[src/rtl/trap_ctrl_pkg.sv]
// Shared definitions for the machine-mode trap sequencer: CSR addresses, cause codes,
// mstatus field positions, FSM states and the mstatus update helpers.
package trap_ctrl_pkg;

  typedef enum logic [11:0] {
    CSR_MSTATUS = 12'h300,
    CSR_MTVEC   = 12'h305,
    CSR_MEPC    = 12'h341,
    CSR_MCAUSE  = 12'h342
  } csr_addr_e;

  localparam logic [31:0] CAUSE_ECALL     = 32'd11;
  localparam logic [31:0] CAUSE_EBREAK    = 32'd3;
  localparam logic [31:0] CAUSE_IRQ_EXT   = 32'h8000_000B;
  localparam logic [31:0] CAUSE_IRQ_TIMER = 32'h8000_0007;

  localparam int unsigned MSTATUS_MIE    = 3;
  localparam int unsigned MSTATUS_MPIE   = 7;
  localparam int unsigned MSTATUS_MPP_LO = 11;
  localparam int unsigned MSTATUS_MPP_HI = 12;

  typedef enum logic [1:0] {
    ST_IDLE,
    ST_RD_MTVEC,
    ST_COMMIT,
    ST_MRET
  } trap_state_e;

  function automatic logic [31:0] mstatus_on_trap(input logic [31:0] s);
    logic [31:0] r;
    r = s;
    r[MSTATUS_MPIE] = s[MSTATUS_MIE];
    r[MSTATUS_MIE]  = 1'b0;
    r[MSTATUS_MPP_HI:MSTATUS_MPP_LO] = 2'b11;
    return r;
  endfunction

  function automatic logic [31:0] mstatus_on_mret(input logic [31:0] s);
    logic [31:0] r;
    r = s;
    r[MSTATUS_MIE]  = s[MSTATUS_MPIE];
    r[MSTATUS_MPIE] = 1'b1;
    return r;
  endfunction

endpackage

[src/rtl/trap_ctrl_irq_sync.sv]
// Interrupt-level synchronizer: N-deep flop chain cleared by synchronous reset;
// N = 0 is a straight wire.
module irq_sync #(
  parameter int unsigned N = 2
) (
  input  logic clk,
  input  logic rst_n,
  input  logic d,
  output logic q
);

  if (N == 0) begin : g_bypass
    logic unused_bypass;
    assign unused_bypass = clk ^ rst_n;
    assign q = d;
  end else begin : g_chain
    logic [N-1:0] chain;

    always_ff @(posedge clk) begin
      if (!rst_n) begin
        chain <= '0;
      end else begin
        chain[0] <= d;
        for (int unsigned i = 1; i < N; i++) begin
          chain[i] <= chain[i-1];
        end
      end
    end

    assign q = chain[N-1];
  end

endmodule

[src/rtl/trap_ctrl.sv]
// Machine-mode trap sequencer: takes ecall/ebreak/irqs via mtvec fetch and single-cycle
// CSR commit, handles mret, arbitrates the CSR read port. Option: TRAP_VECTORED_EN.
module trap_ctrl
  import trap_ctrl_pkg::*;
#(
  parameter int unsigned IRQ_SYNC_STAGES = 2
) (
  input  logic        clk,
  input  logic        rst_n,
  input  logic        ex_ecall,
  input  logic        ex_ebreak,
  input  logic        ex_mret,
  input  logic [31:0] ex_pc,
  input  logic        irq_timer,
  input  logic        irq_ext,
  input  logic [11:0] ex_csr_rdaddr,
  output logic [11:0] csr_rdaddr,
  input  logic [31:0] csr_rddata,
  input  logic [31:0] csr_mstatus,
  input  logic [31:0] csr_mepc,
  output logic        EX_mepc_vld,
  output logic [31:0] EX_mepc,
  output logic        EX_mcause_vld,
  output logic [31:0] EX_mcause,
  output logic        EX_mstatus_vld,
  output logic [31:0] EX_mstatus,
  output logic        hold,
  output logic        jump_en,
  output logic [31:0] jump_addr
);

  trap_state_e state_q, state_d;
  logic [31:0] pc_q, pc_d;
  logic [31:0] cause_q, cause_d;
  logic        flush_q;
  logic        irq_timer_s, irq_ext_s;
  logic        trap_instr, irq_ok;
  logic        take;
  logic [31:0] take_cause;
  logic [31:0] mtvec_base, jump_target;

  irq_sync #(.N(IRQ_SYNC_STAGES)) u_sync_timer (
    .clk   (clk),
    .rst_n (rst_n),
    .d     (irq_timer),
    .q     (irq_timer_s)
  );

  irq_sync #(.N(IRQ_SYNC_STAGES)) u_sync_ext (
    .clk   (clk),
    .rst_n (rst_n),
    .d     (irq_ext),
    .q     (irq_ext_s)
  );

  assign trap_instr = ex_ecall | ex_ebreak | ex_mret;
  assign irq_ok     = csr_mstatus[MSTATUS_MIE] & ~trap_instr;
  assign mtvec_base = {csr_rddata[31:2], 2'b00};

  // irq_ok already excludes mret, so mret only loses to ecall/ebreak
  always_comb begin : trap_select
    take       = 1'b0;
    take_cause = '0;
    if (ex_ecall) begin
      take       = 1'b1;
      take_cause = CAUSE_ECALL;
    end else if (ex_ebreak) begin
      take       = 1'b1;
      take_cause = CAUSE_EBREAK;
    end else if (irq_ok && irq_ext_s) begin
      take       = 1'b1;
      take_cause = CAUSE_IRQ_EXT;
    end else if (irq_ok && irq_timer_s) begin
      take       = 1'b1;
      take_cause = CAUSE_IRQ_TIMER;
    end
  end

`ifdef TRAP_VECTORED_EN
  always_comb begin : target_sel
    jump_target = mtvec_base;
    if (csr_rddata[1:0] == 2'b01 && cause_q[31]) begin
      jump_target = mtvec_base + {26'd0, cause_q[3:0], 2'b00};
    end
  end
`else
  logic unused_mtvec_mode;
  assign unused_mtvec_mode = ^csr_rddata[1:0];
  assign jump_target       = mtvec_base;
`endif

  always_comb begin : fsm_comb
    state_d        = state_q;
    pc_d           = pc_q;
    cause_d        = cause_q;
    hold           = 1'b0;
    jump_en        = 1'b0;
    jump_addr      = '0;
    csr_rdaddr     = ex_csr_rdaddr;
    EX_mepc_vld    = 1'b0;
    EX_mepc        = '0;
    EX_mcause_vld  = 1'b0;
    EX_mcause      = '0;
    EX_mstatus_vld = 1'b0;
    EX_mstatus     = '0;
    if (rst_n) begin
      case (state_q)
        ST_IDLE: begin
          // the cycle after a jump only sees instructions that are being flushed
          if (!flush_q) begin
            if (take) begin
              hold    = 1'b1;
              pc_d    = ex_pc;
              cause_d = take_cause;
              state_d = ST_RD_MTVEC;
            end else if (ex_mret) begin
              hold    = 1'b1;
              state_d = ST_MRET;
            end
          end
        end
        ST_RD_MTVEC: begin
          csr_rdaddr = CSR_MTVEC;
          hold       = 1'b1;
          state_d    = ST_COMMIT;
        end
        ST_COMMIT: begin
          csr_rdaddr     = CSR_MTVEC;
          hold           = 1'b1;
          EX_mepc_vld    = 1'b1;
          EX_mepc        = pc_q;
          EX_mcause_vld  = 1'b1;
          EX_mcause      = cause_q;
          EX_mstatus_vld = 1'b1;
          EX_mstatus     = mstatus_on_trap(csr_mstatus);
          jump_en        = 1'b1;
          jump_addr      = jump_target;
          state_d        = ST_IDLE;
        end
        ST_MRET: begin
          hold           = 1'b1;
          EX_mstatus_vld = 1'b1;
          EX_mstatus     = mstatus_on_mret(csr_mstatus);
          jump_en        = 1'b1;
          jump_addr      = csr_mepc;
          state_d        = ST_IDLE;
        end
        default: state_d = ST_IDLE;
      endcase
    end
  end

  always_ff @(posedge clk) begin
    if (!rst_n) begin
      state_q <= ST_IDLE;
      pc_q    <= '0;
      cause_q <= '0;
      flush_q <= 1'b0;
    end else begin
      state_q <= state_d;
      pc_q    <= pc_d;
      cause_q <= cause_d;
      flush_q <= jump_en;
    end
  end

endmodule

[config.mk]
export PLATFORM = sky130hd
export DESIGN_NAME = trap_ctrl
export DESIGN_NICKNAME = d
export VERILOG_FILES = /design/src/rtl/trap_ctrl_pkg.sv /design/src/rtl/trap_ctrl_irq_sync.sv /design/src/rtl/trap_ctrl.sv
export SDC_FILE = /design/constraint.sdc
export NUM_CORES = 1
export LEC_CHECK = 0
export CAP_MARGIN = 5
export CORE_AREA = 5 5 111 113
export DETAILED_ROUTE_END_ITERATION = 6
export DIE_AREA = 0 0 116 118
export GPL_TIMING_DRIVEN = 0
export PLACE_DENSITY = 0.79
export SETUP_SLACK_MARGIN = 0.15
export SLEW_MARGIN = 20
export SYNTH_ARGS = -nofsm -noshare
export SYNTH_HDL_FRONTEND = slang
export SYNTH_SLANG_ARGS = --single-unit
export TNS_END_PERCENT = 100
[constraint.sdc]
create_clock -name clk -period 2.9 [get_ports clk]
set_input_delay 0.58 -clock clk [delete_from_list [all_inputs] [get_ports clk]]
set_output_delay 0.58 -clock clk [all_outputs]
set_load 0.05 [all_outputs]
Word-level counts from Yosys, hierarchy flattened
Index checks and enable logic that the tools add are counted.

operators by class
  equality and inequality tests = 5
  muxes and demuxes = 31
  bitwise logic cells = 5
  reductions and logical operators = 8

operators with widths
  operator              number
  $mux W32              10
  $pmux W32 S2          2
  $mux W12              2
  $mux W1               12
  $mux W2               3
  $pmux W2 S3           1
  $eq A2 B2 Y1 const B  2
  $reduce_or A2 Y1      2
  $ne A3 B3 Y1 const B  1
  $reduce_and A3 Y1     1
  $reduce_or A3 Y1      1
  $eq A2 B1 Y1 const B  1
  $logic_and A1 B1 Y1   2
  $logic_not A2 Y1      1
  $ne A2 B2 Y1 const B  1
  $not A1 Y1            2
  $or A1 B1 Y1          2
  $pmux W1 S2           1
  $reduce_and A2 Y1     1
  $and A1 B1 Y1         1

word-level totals
  bits in registers = 71
  bits of input ports = 147
  word-level logic and storage cells = 55

Depth between registers and ports, before layout
  depth after elaboration = 13
  mapped depth = 8
  depth with buffers taken out = 5

Hierarchy
Synthesis repeated with hierarchy kept, for this count alone.

unflattened totals
  cell total of the unflattened synthesis = 358
  area total of the unflattened synthesis = 2,916.5 µm²

modules (own cells, without submodules)
  module     times used  cells each  area an instance (µm²)  sequential area each (µm²)
  trap_ctrl  1           350         2,811.4                 780.7
  irq_sync   2           4           52.6                    40.0

Worst setup path after synthesis
No wires, ideal clock.

  kind = input-to-output
  start = input port rst_n
  end = output port hold
  data arrival time = 2,255 ps
  data required time = 2,320 ps
  slack = 65 ps
  cell stages on the path = 3
  buffers on the path = 2
  path through = clkbuf_1 clkbuf_1 a21boi_0

on the way
  longest elaborated chain between the ends = 1

ends and longest elaborated chain
  item                line              text
  start: declaration  trap_ctrl.sv:9    input logic rst_n,
  $mux W1             trap_ctrl.sv:106  if (rst_n) begin
  end: declaration    trap_ctrl.sv:27   output logic hold,

No other way between the ends.

Worst setup path after layout
  start = register state_q[0]
  end = output port jump_addr[30]

on the way
  longest elaborated chain between the ends = 3
  elaborated cells on any way between the ends = 4
  those cells by class = 2 x eq/ne; 2 x mux

ends and longest elaborated chain
  item                      line              text
  start: declaration        trap_ctrl.sv:32   trap_state_e state_q, state_d;
  start signal: assignment  trap_ctrl.sv:160  state_q <= state_d;
  $eq A2 B2 Y1              trap_ctrl.sv:107  case (state_q)
  $pmux W32 S2 *            trap_ctrl.sv:107
  $mux W32 *                trap_ctrl.sv:106
  end: declaration          trap_ctrl.sv:29   output logic [31:0] jump_addr

Every way passes the cells marked *; elsewhere a longest branch is shown, timed or not.

==> summary.txt <==
Worst setup path
  – Flop-to-flop setup slack: about 0.93 ns
  – Crit path from: state_q[0]
  – CP required: 2.32 ns
  – WS Path Type: flip-flop to output pin
  – FF-to-FF path depth: 8
  – CP arrival: around 2.0 ns
  – FF-to-FF Start: state_q[1]
  – Setup crit end kind: output pin
  – Element type at the critical path start: flip-flop
  – Crit path max fanout: 11
  – Setup crit end: jump_addr[30]
  – Reg-to-reg endpoint: pc_q[15]

STA
  – Final hold vios: 0
  – Crit share post-route: between 80% and 90%
  – Rel. slew slack: between 60% and 70%
  – F_max: just under 400 MHz
  – RSZ-0062 raised after global routing: no
  – Worst-margin pin slew: 0.5189 ns
  – Max-slew violation count: 0
  – Clk_skew: about 0.0066 ns
  – Final setup viols: 0
  – Post-layout min period: roughly 2.6 ns

Global routing
  – Met2 Use GR: a little over a third
  – Busiest grt layer: met2
  – Largest net degree at the start of global routing: 15
  – Met3 Use GR: between 8 and 9%
  – Initial antenna violation count: 0
  – First-pass GRT wire length: roughly 21 mm
  – GRT overflow: 0
  – Vias in the first global route: ~3800
  – Overall global routing resource usage: about a fifth
  – GR met1 Demand/Resource: around 22%

Min path
  – Worst hold path class: flip-flop to flip-flop

Run status
  – Status: finished, final reports clean

Final layout
  – Antenna diodes: 0
  – Share of cells above drive strength 1: approximately 28%
  – Post-layout util: 51.83%
  – Final nets: around 800
  – Post-route cell area: between 0.005 and 0.006 mm²
  – Layout area overhead: 99.53%
  – Filler cells: between 1000 and 1500

Floorplanning
  – Starting Density: 25.98%
  – Die area: 0.01369 mm²
  – Die X: roughly 120 µm
  – Core Region: 0.01122 mm²
  – Standard-cell rows: 39
  – Chip height: roughly 120 µm
  – Top-Level Pins: between 200 and 300

Yosys
  – Top FF cell, synth: dfxtp_1
  – Post-Syn Area per Cell: slightly above 8 µm²
  – Post-synth ARST share: 0%
  – Synth unique cells: 30
  – Synth Instances: around 360
  – EDFF count, synth: 0
  – Sequential element share of the synthesized area: between 20% and 30%
  – Cell Area, Synth: between 0.002 and 0.003 mm²
  – Yosys warns: 0
  – Register bit total from synthesis: 43

Clocking
  – Clock net sink count: between 40 and 50
  – Number of hold buffers added after cts: 0
  – Number of CTS-inserted buffers: 5
  – Worst-Skew Late Latency: around 0.28 ns
  – Clock Path Buffers: 2
  – Clk slew on worst S/H paths: approximately 0.060 ns
  – H-Tree Depth: 2
  – Clk Tree Root Cell: clkbuf_16
  – CTS tree: built

Drt
  – Post-route ant nets: 0
  – Post-Route WL: 14.49 mm
  – Drt initial violations: ~130
  – 1st-pass router iterations: 4
  – Via Count: between 3000 and 4000
  – Via density per instance: between 4 and 5
  – Residual DRC: 0
  – Routed length per instance: ~18 µm

Job
  – Max Cap Viol: 0

Placement
  – Post-DP HPWL: ~12 mm
  – DP Area: between 0.005 and 0.006 mm²
  – Buffers on Ports: about 260
  – RePlAce Congestion: around 0.84

Power and ir drop
  – Pwr/cell area: 476.2 mW/mm²
  – Leakage power total: about 0.0029 µW
  – Max IR drop VDD: between 0.0002 and 0.0003 V
per-layer routing:
layer | up-vias | part of all wire (%)
met4 | 0 | 0.75
met2 | 158 | 49
met3 | 8 | 13
met5 | - | 0
li1 | 1769 | -
met1 | 1666 | 38
through the flow:
stage | TNS [ns] | hold slack [ns] | power (µW) | worst slack [ns] | instances
after floorplan | 0 | 0.4119 | 1664 | 0.1594 | 384
after global placement | -74.89 | 0.4260 | 2171 | -1.048 | 789
after detailed placement | -76.51 | 0.4268 | 2198 | -1.025 | 789
after CTS | 0 | 0.4416 | 2801 | 0.09839 | 797
after global routing | 0 | 0.4656 | 2907 | 0.1712 | 797
final | 0 | 0.4396 | 2770 | 0.3285 | 797
what timing repair did:
action | 4_1_cts | 5_1_grt
pin swaps | 0 | 0
gates resized for setup | 528 | 19
endpoints found under the setup margin | 118 | 102
setup buffers | 0 | 0
critical path: stages (launching register included):
cell and delay (ns):
dfxtp_1 0.33, inv_1 0.15, ha_4 0.23, and2_1 0.13, buf_2 0.21, clkbuf_4 0.24
a22o_1 0.15, buf_2 0.26
synth_stat cells (2+ instances only):
| master | count | area (µm²) |
|---|---|---|
| a21o_1 | 4 | 30.03 |
| buf_12 | 3 | 60.06 |
| and2_1 | 16 | 100.1 |
| and3_1 | 66 | 412.9 |
| nor3_1 | 3 | 15.01 |
| a21boi_0 | 2 | 15.01 |
| nand2_1 | 68 | 255.2 |
| ha_1 | 4 | 50.05 |
| a22o_1 | 30 | 262.8 |
| dfxtp_1 | 43 | 860.8 |
| inv_1 | 4 | 15.01 |
| clkbuf_1 | 29 | 108.9 |
| buf_4 | 30 | 225.2 |
| o21ai_0 | 3 | 15.01 |
| mux2i_1 | 34 | 340.3 |
| nand2b_1 | 4 | 25.02 |
| o21a_1 | 2 | 15.01 |
area by class of cell:
| type | instances | area, µm² | share of cell area [%] |
|---|---|---|---|
| Clock inverter | 3 | 43.79 | 0.7528 |
| Clock buffer | 5 | 125.1 | 2.151 |
| Sequential cell | 43 | 862.1 | 14.82 |
| Timing Repair Buffer | 262 | 2397 | 41.21 |
| Inverter | 4 | 15.01 | 0.2581 |
| Buffer | 65 | 459.2 | 7.894 |
| Tap cell | 143 | 178.9 | 3.076 |
| Multi-Input combinational cell | 272 | 1735 | 29.83 |
worst min path at each step:
| stage | start | end | slack, ns | depth (start not counted) |
|---|---|---|---|---|
| 3_3_place_gp | u_sync_timer.g_chain.chain[0] | u_sync_timer.g_chain.chain[1] | 0.43 | 1 |
| 5_1_grt | u_sync_timer.g_chain.chain[0] | u_sync_timer.g_chain.chain[1] | 0.47 | 1 |
| 6_report | u_sync_ext.g_chain.chain[0] | u_sync_ext.g_chain.chain[1] | 0.44 | 1 |
| 3_5_place_dp | u_sync_timer.g_chain.chain[0] | u_sync_timer.g_chain.chain[1] | 0.43 | 1 |
| 4_1_cts | u_sync_timer.g_chain.chain[0] | u_sync_timer.g_chain.chain[1] | 0.44 | 1 |
| 2_1_floorplan | u_sync_ext.g_chain.chain[0] | u_sync_ext.g_chain.chain[1] | 0.41 | 1 |
cell families after synthesis:
logic type / synth area share, %
multiplexers: 11.67
adder cells (fa/ha/maj): 1.717
other: 0.1286
AO/OA/AOI/OAI: 12.83
buffers and inverters: 14.72
flip-flops: 29.53
AND/OR/NAND/NOR: 29.40
registers in the layout, indices dropped and copies added (netlist names):
register and flops:
pc_q 32, flush_q 1, cause_q 4, u_sync_ext.g_chain.chain 2, u_sync_timer.g_chain.chain 2, state_q 2
where the power goes:
| part | internal [µW] | leakage (µW) | switching, µW | total (µW) |
|---|---|---|---|---|
| sequential | 686 | 0.000355 | 52.0 | 738 |
| clock | 406 | 0.0000838 | 232 | 639 |
| combinational | 561 | 0.00247 | 832 | 1390 |
cells in the final DEF, fill, tap and decap left out, types with 2 or more instances in the layout:
master and count:
clkdlybuf4s50_1 143, nand2_1 68, and3_1 66, buf_4 51
buf_2 47, dfxtp_1 42, clkdlybuf4s15_2 41, mux2i_1 34
a22o_1 30, conb_1 27, and2_1 16, clkbuf_2 11
clkbuf_1 11, clkdlybuf4s18_2 8, clkbuf_4 6, clkbuf_16 5
inv_1 4, nand2b_1 4, a21o_1 4, buf_6 3
o21ai_0 3, nor3_1 3, buf_12 3, ha_1 3
o21a_1 2, dlygate4sd2_1 2
(Power assumes the default switching activity.)
